**config.mk**
```make
export PLATFORM = sky130hd
export DESIGN_NAME = capture_ctrl
export DESIGN_NICKNAME = d
export VERILOG_FILES = /design/src/rtl/capture_ctrl.sv
export SDC_FILE = /design/constraint.sdc
export NUM_CORES = 1
export LEC_CHECK = 0
export BUFFER_PORTS_ARGS = -buffer_cell sky130_fd_sc_hd__buf_2
export CORE_MARGIN = 4
export CORE_UTILIZATION = 35
export DETAILED_ROUTE_END_ITERATION = 6
export PLACE_DENSITY = 0.55
export SETUP_SLACK_MARGIN = 0.05
export SYNTH_ARGS = -nofsm -noshare
export SYNTH_HDL_FRONTEND = slang
export SYNTH_SLANG_ARGS = --single-unit
```
**constraint.sdc**
```tcl
create_clock -name clk -period 3.5 [get_ports clk]
set_clock_uncertainty 0.2 [all_clocks]
set_input_delay 0.35 -clock clk [delete_from_list [all_inputs] [get_ports clk]]
set_output_delay 0.35 -clock clk [all_outputs]
set_load 0.03 [all_outputs]
```
**src/rtl/capture_ctrl.sv**
```systemverilog
// Capture controller: arms on trig_en, fills pre-trigger history, waits for a
// pin edge / force / auto-timeout, takes trig_pos post-trigger writes, then holds the record.
module capture_ctrl #(
    parameter int NUM_TRIG = 3,
    parameter int AW       = 9,
    parameter int AUTO_TO  = 1023,
    parameter int TSW      = $clog2(NUM_TRIG)
) (
    input  logic                clk,
    input  logic                rst_n,
    input  logic [NUM_TRIG-1:0] trig,
    input  logic [TSW-1:0]      trig_src,
    input  logic                trig_edge,
    input  logic                auto_mode,
    input  logic                force_trig,
    input  logic                trig_en,
    input  logic [AW-1:0]       trig_pos,
    input  logic [3:0]          decimator,
    input  logic                smpl_strb,
    input  logic                clr_cap_done,
    output logic                we,
    output logic [AW-1:0]       addr_ptr,
    output logic [AW-1:0]       trig_addr,
    output logic                capture_done,
    output logic                armed,
    output logic                auto_trigd
);
    localparam int ACW = $clog2(AUTO_TO + 1);

    typedef enum logic [2:0] {IDLE, FILL, ARMED, POST, DONE} state_t;

    state_t              state;
    logic [NUM_TRIG-1:0] trig_s1, trig_s2, trig_s3;
    logic [15:0]         dcnt, dlim;
    logic [AW-1:0]       fill_cnt, post_cnt, fill_tgt;
    logic [ACW-1:0]      arm_cnt;
    logic                pend, pend_auto;
    logic                slot, sel_now, sel_prev, pin_edge, auto_hit, qual;
    logic                fill_last, post_last;

    assign dlim      = 16'((17'd1 << decimator) - 17'd1);
    assign slot      = smpl_strb && (dcnt == '0);
    assign we        = slot && (state == FILL || state == ARMED || state == POST);
    // ~trig_pos == DEPTH-1-trig_pos in AW bits
    assign fill_tgt  = ~trig_pos;
    assign fill_last = (fill_tgt == '0) || (we && (fill_cnt + AW'(1) == fill_tgt));
    assign post_last = we && (post_cnt + AW'(1) == trig_pos);

    // Out-of-range trig_src leaves both taps low, so no edge can ever be seen.
    always_comb begin
        sel_now  = 1'b0;
        sel_prev = 1'b0;
        for (int unsigned i = 0; i < NUM_TRIG; i++) begin
            if (trig_src == TSW'(i)) begin
                sel_now  = trig_s2[i];
                sel_prev = trig_s3[i];
            end
        end
    end

    assign pin_edge = (state == ARMED) &&
                      (trig_edge ? (sel_now && !sel_prev) : (!sel_now && sel_prev));
    assign auto_hit = auto_mode && (state == ARMED) && we && (arm_cnt == ACW'(AUTO_TO - 1));
    assign qual     = pin_edge || (force_trig && (state == ARMED)) || auto_hit;

    always_ff @(posedge clk or negedge rst_n) begin
        if (!rst_n) begin
            state        <= IDLE;
            trig_s1      <= '0;
            trig_s2      <= '0;
            trig_s3      <= '0;
            dcnt         <= '0;
            fill_cnt     <= '0;
            post_cnt     <= '0;
            arm_cnt      <= '0;
            pend         <= 1'b0;
            pend_auto    <= 1'b0;
            addr_ptr     <= '0;
            trig_addr    <= '0;
            capture_done <= 1'b0;
            armed        <= 1'b0;
            auto_trigd   <= 1'b0;
        end else begin
            trig_s1 <= trig;
            trig_s2 <= trig_s1;
            trig_s3 <= trig_s2;

            if (state == IDLE)
                dcnt <= '0;
            else if (smpl_strb)
                dcnt <= (dcnt == dlim) ? '0 : dcnt + 16'd1;

            if (we)
                addr_ptr <= addr_ptr + AW'(1);

            case (state)
                IDLE: begin
                    fill_cnt  <= '0;
                    post_cnt  <= '0;
                    arm_cnt   <= '0;
                    pend      <= 1'b0;
                    pend_auto <= 1'b0;
                    if (trig_en)
                        state <= FILL;
                end
                FILL: begin
                    if (!trig_en) begin
                        state <= IDLE;
                    end else begin
                        if (we)
                            fill_cnt <= fill_cnt + AW'(1);
                        if (fill_last) begin
                            state <= ARMED;
                            armed <= 1'b1;
                        end
                    end
                end
                ARMED: begin
                    if (!trig_en) begin
                        state <= IDLE;
                        armed <= 1'b0;
                    end else begin
                        if (we && arm_cnt != ACW'(AUTO_TO))
                            arm_cnt <= arm_cnt + ACW'(1);
                        if (pend && we) begin
                            trig_addr  <= addr_ptr;
                            auto_trigd <= pend_auto;
                            armed      <= 1'b0;
                            if (trig_pos == '0) begin
                                state        <= DONE;
                                capture_done <= 1'b1;
                            end else begin
                                state <= POST;
                            end
                        end else if (!pend && qual) begin
                            pend      <= 1'b1;
                            pend_auto <= !pin_edge;
                        end
                    end
                end
                POST: begin
                    if (!trig_en) begin
                        state <= IDLE;
                    end else begin
                        if (we)
                            post_cnt <= post_cnt + AW'(1);
                        if (post_last) begin
                            state        <= DONE;
                            capture_done <= 1'b1;
                        end
                    end
                end
                DONE: begin
                    if (clr_cap_done) begin
                        state        <= IDLE;
                        capture_done <= 1'b0;
                    end
                end
                default: state <= IDLE;
            endcase
        end
    end

endmodule

```
==> impl_metrics.csv <==
group,metric,value,unit
power_and_ir_drop,powerDensity,464,nW/µm²
clock_network,cts_num_sinks,79,
power_and_ir_drop,power_switching,0.000910,W
floorplanning,rows,43,
final_layout,nNetsFinal,620,
timing,slew_viol_final,0,
timing,setup_viol,0,
global_routing,antenna_found_initial,0,
global_routing,grtUsageTotal,15.2,%
final_layout,drive_gt1_share,16.6,%
timing,setup_ws,0.254,ns
clock_network,clockBufferDepth,2,
routing,ant_nets,0,
global_routing,grt_max_degree,80,
place,dp_hpwl,8330,µm
final_layout,area_delta_synth_final,13.5,%
setup_path,startpoint_type,"input pin",
setup_path,required,3.55,ns
status,violations,"hold timing",
timing,max_slew_margin,32.8,%
routing,wl_per_cell,15.3,µm
timing,tightest_slew,1.01,ns
floorplanning,initial_utilization,35.7,%
place,numPortBuffers,47,
floorplanning,dieArea,16100,µm²
power_and_ir_drop,p_seq_share,41.4,%
synth,yosysSeqAreaShare,39.8,%
synth,synth_most_common_cell,"dfrtp_1",
synth,synth_cell_types,61,
synth,synth_cells,549,
synth,synth-seq-cells,79,
timing,fin_crit,3.25,ns
global_routing,grt_pass1_wl,20200,µm
timing,fmax,308,MHz
setup_path,crit_fanout,18,
routing,wl_met1,5730,µm
clock_network,cts_setup_buffers,0,
routing,wl_met2,5430,µm
power_and_ir_drop,leakagePower,2.45,nW
synth,ys_top_cells_by_count,"dfrtp_1 (79), nand2_1 (42), xnor2_1 (37), nor2_1 (36), o21ai_0 (35)",
global_routing,gr-total-overflow,0,
clock_network,path_clk_slew,0.06,ns
clock_network,clk_latency,0.33,ns
power_and_ir_drop,total_power,0.00261,W
setup_path,cp-end-kind,"flip-flop",
place,dp_slack,-0.0667,ns
routing,highest_layer,"met4",
routing,route.detailed.drc,0,
power_and_ir_drop,pwr-share-comb,26.7,%
floorplanning,io_pins,48,
timing,fin_hold_ws,-0.0314,ns
clock_network,cts-root-buf,"clkbuf_16",
final_layout,antenna_cells,0,
synth,synthFlopType,"dfrtp_1",
routing,initialDrtViolationCount,270,
clock_network,cts.htree.levels,3,
final_layout,multi_input_area,2750,µm²
clock_network,tritoncts,"done",
power_and_ir_drop,p_sw_share,34.8,%
final_layout,nFillCells,1398,
synth,synth_edf_count,0,
clock_network,cts_buffers,9,
synth,syn_area,4960,µm²
routing,wl_met3,486,µm
synth,synth_top_cells_by_area,"dfrtp_1 (40%), xnor2_1 (6.5%), o21ai_0 (3.5%)",
routing,vias,4192,
final_layout,regArea,1980,µm²
floorplanning,core,13900,µm²
power_and_ir_drop,p_int,0.00170,W
setup_path,crit_arrival,3.30,ns
synth,yosys_warnings,0,
synth,syn_avg_cell_area,9.04,µm²
final_layout,final_util,40.6,%
routing,totalWireLength,11800,µm
flow_run,cap_violations,0,
synth,synth_fp_nets,583,
routing,dr.pass1.iters,4,
place,routabilityCongestion,0.828,
power_and_ir_drop,clkPwrFrac,31.9,%
power_and_ir_drop,max-vdd-ir-drop,385,µV
synth,synth_top_cell_by_area,"dfrtp_1",
floorplanning,dieWidth,127,µm
routing,vias_per_cell,5.44,
floorplanning,die_h,127,µm
setup_path,path_class,"input pin to flip-flop",
global_routing,grt_pass1_vias,4111,
timing,finalHoldViolations,5,
status,status,"finished, violations left",
synth,yosysTopAreaCellShare,39.8,%
timing,tns,0,ns
timing,rsz0062_at_grt,"false",
min_path,min_path_type,"input pin to asynchronous set/reset pin",
synth,async_reset_ff_share,100,%
timing,min_period_over_period,92.7,%
==> layer usage <==
layer / GRT usage (%) / vias up
met5: 0 / -
met4: 5.24 / 0
met3: 3.80 / 10
met2: 23.4 / 72
met1: 20.8 / 2049
li1: - / 2061
==> power by group through the flow <==
stage          combinational [W]  sequential (W)  clock (W)
2_1_floorplan           0.000440         0.00110          0
3_3_place_gp            0.000692         0.00110          0
3_5_place_dp            0.000700         0.00110          0
4_1_cts                 0.000705         0.00108   0.000862
5_1_grt                 0.000785         0.00110   0.000903
6_report                0.000698         0.00108   0.000834
==> final timing paths <==
path                               from      endpoint  slack, ns  cells after the start
max                        decimator[3]       dcnt[9]       0.25                     11
min                               rst_n   fill_cnt[2]      -0.03                      1
max reg2reg                     dcnt[0]  trig_addr[3]       0.65                      8
min reg2reg                  trig_s1[0]    trig_s2[0]       0.15                      0
max in group asynchronous         rst_n  capture_done       2.46                      1
min in group clk           clr_cap_done      state[2]       0.05                      2
==> layout by cell type, fill, tap and decap left out, types with 3 or more instances in the layout <==
cell type	netlist	routed
o41ai_1	4	4
ha_1	8	8
o31ai_1	9	9
nand3b_1	4	4
o21ai_0	35	35
o21a_1	4	4
nand4_1	20	20
a21oi_1	18	18
nand3_1	32	32
nor2_1	36	36
clkbuf_16	0	9
inv_1	15	15
nand2_1	42	42
o211ai_1	3	3
nor4_1	11	11
nor3_1	18	17
dlygate4sd3_1	0	3
mux2_2	12	12
and3_1	14	14
a21o_1	6	6
o211a_1	4	4
a32o_1	3	3
or2_2	4	4
or3_1	9	9
nand2b_1	8	8
buf_2	9	46
a31oi_1	7	7
and4_1	3	3
clkbuf_1	18	3
xnor2_1	37	37
nor2b_1	5	5
dfrtp_1	79	79
a211oi_1	4	4
buf_4	5	12
or4_1	4	4
xor2_1	19	19
==> metrics by stage <==
step / area [µm²] / std cells
6_report: 5630 / 770
5_1_grt: 5630 / 770
4_1_cts: 5630 / 770
3_5_place_dp: 5340 / 752
3_3_place_gp: 5340 / 752
2_1_floorplan: 4960 / 549
==> area by class of cell <==
type / instances / share of cell area, %
clock buffer: 12 / 4.20
clock inverter: 3 / 0.378
inverter: 15 / 1.00
multi-input combinational: 419 / 48.7
sequential: 79 / 35.1
tap: 180 / 4.00
timing repair buffer: 62 / 6.58
==> state kept, by name (all words and copies together) (netlist names) <==
register,count
addr_ptr,9
arm_cnt,10
armed,1
auto_trigd,1
capture_done,1
dcnt,16
fill_cnt,9
pend,1
pend_auto,1
post_cnt,9
state,3
trig_addr,9
trig_s1,3
trig_s2,3
trig_s3,3
==> logic make-up (layout without fill, tap and decap cells) <==
kind of cell	count (synthesis)	count (layout)	share of synthesized area [%]
fa+ha+maj	8	8	2.02
simple gates	230	230	25.4
buf+inv	51	92	4.92
xor+xnor	56	56	9.89
mux	14	14	3.13
compound gates	111	111	14.8
flops	79	79	39.8
==> critical path: stages <==
cell,delay (ns)
buf_2,0.11
or4_4,0.54
ha_1,0.43
or3_1,0.44
a21oi_1,0.20
or3_1,0.13
a32oi_1,0.06
and4b_1,0.26
buf_4,0.16
or4_1,0.47
a31oi_1,0.15
==> what timing repair did <==
item	4_1_cts	5_1_grt
hold buffers	3	0
resized for setup	0	0
endpoints found under the hold margin	3	0
Note: power is estimated with default switching activity, not from simulation.
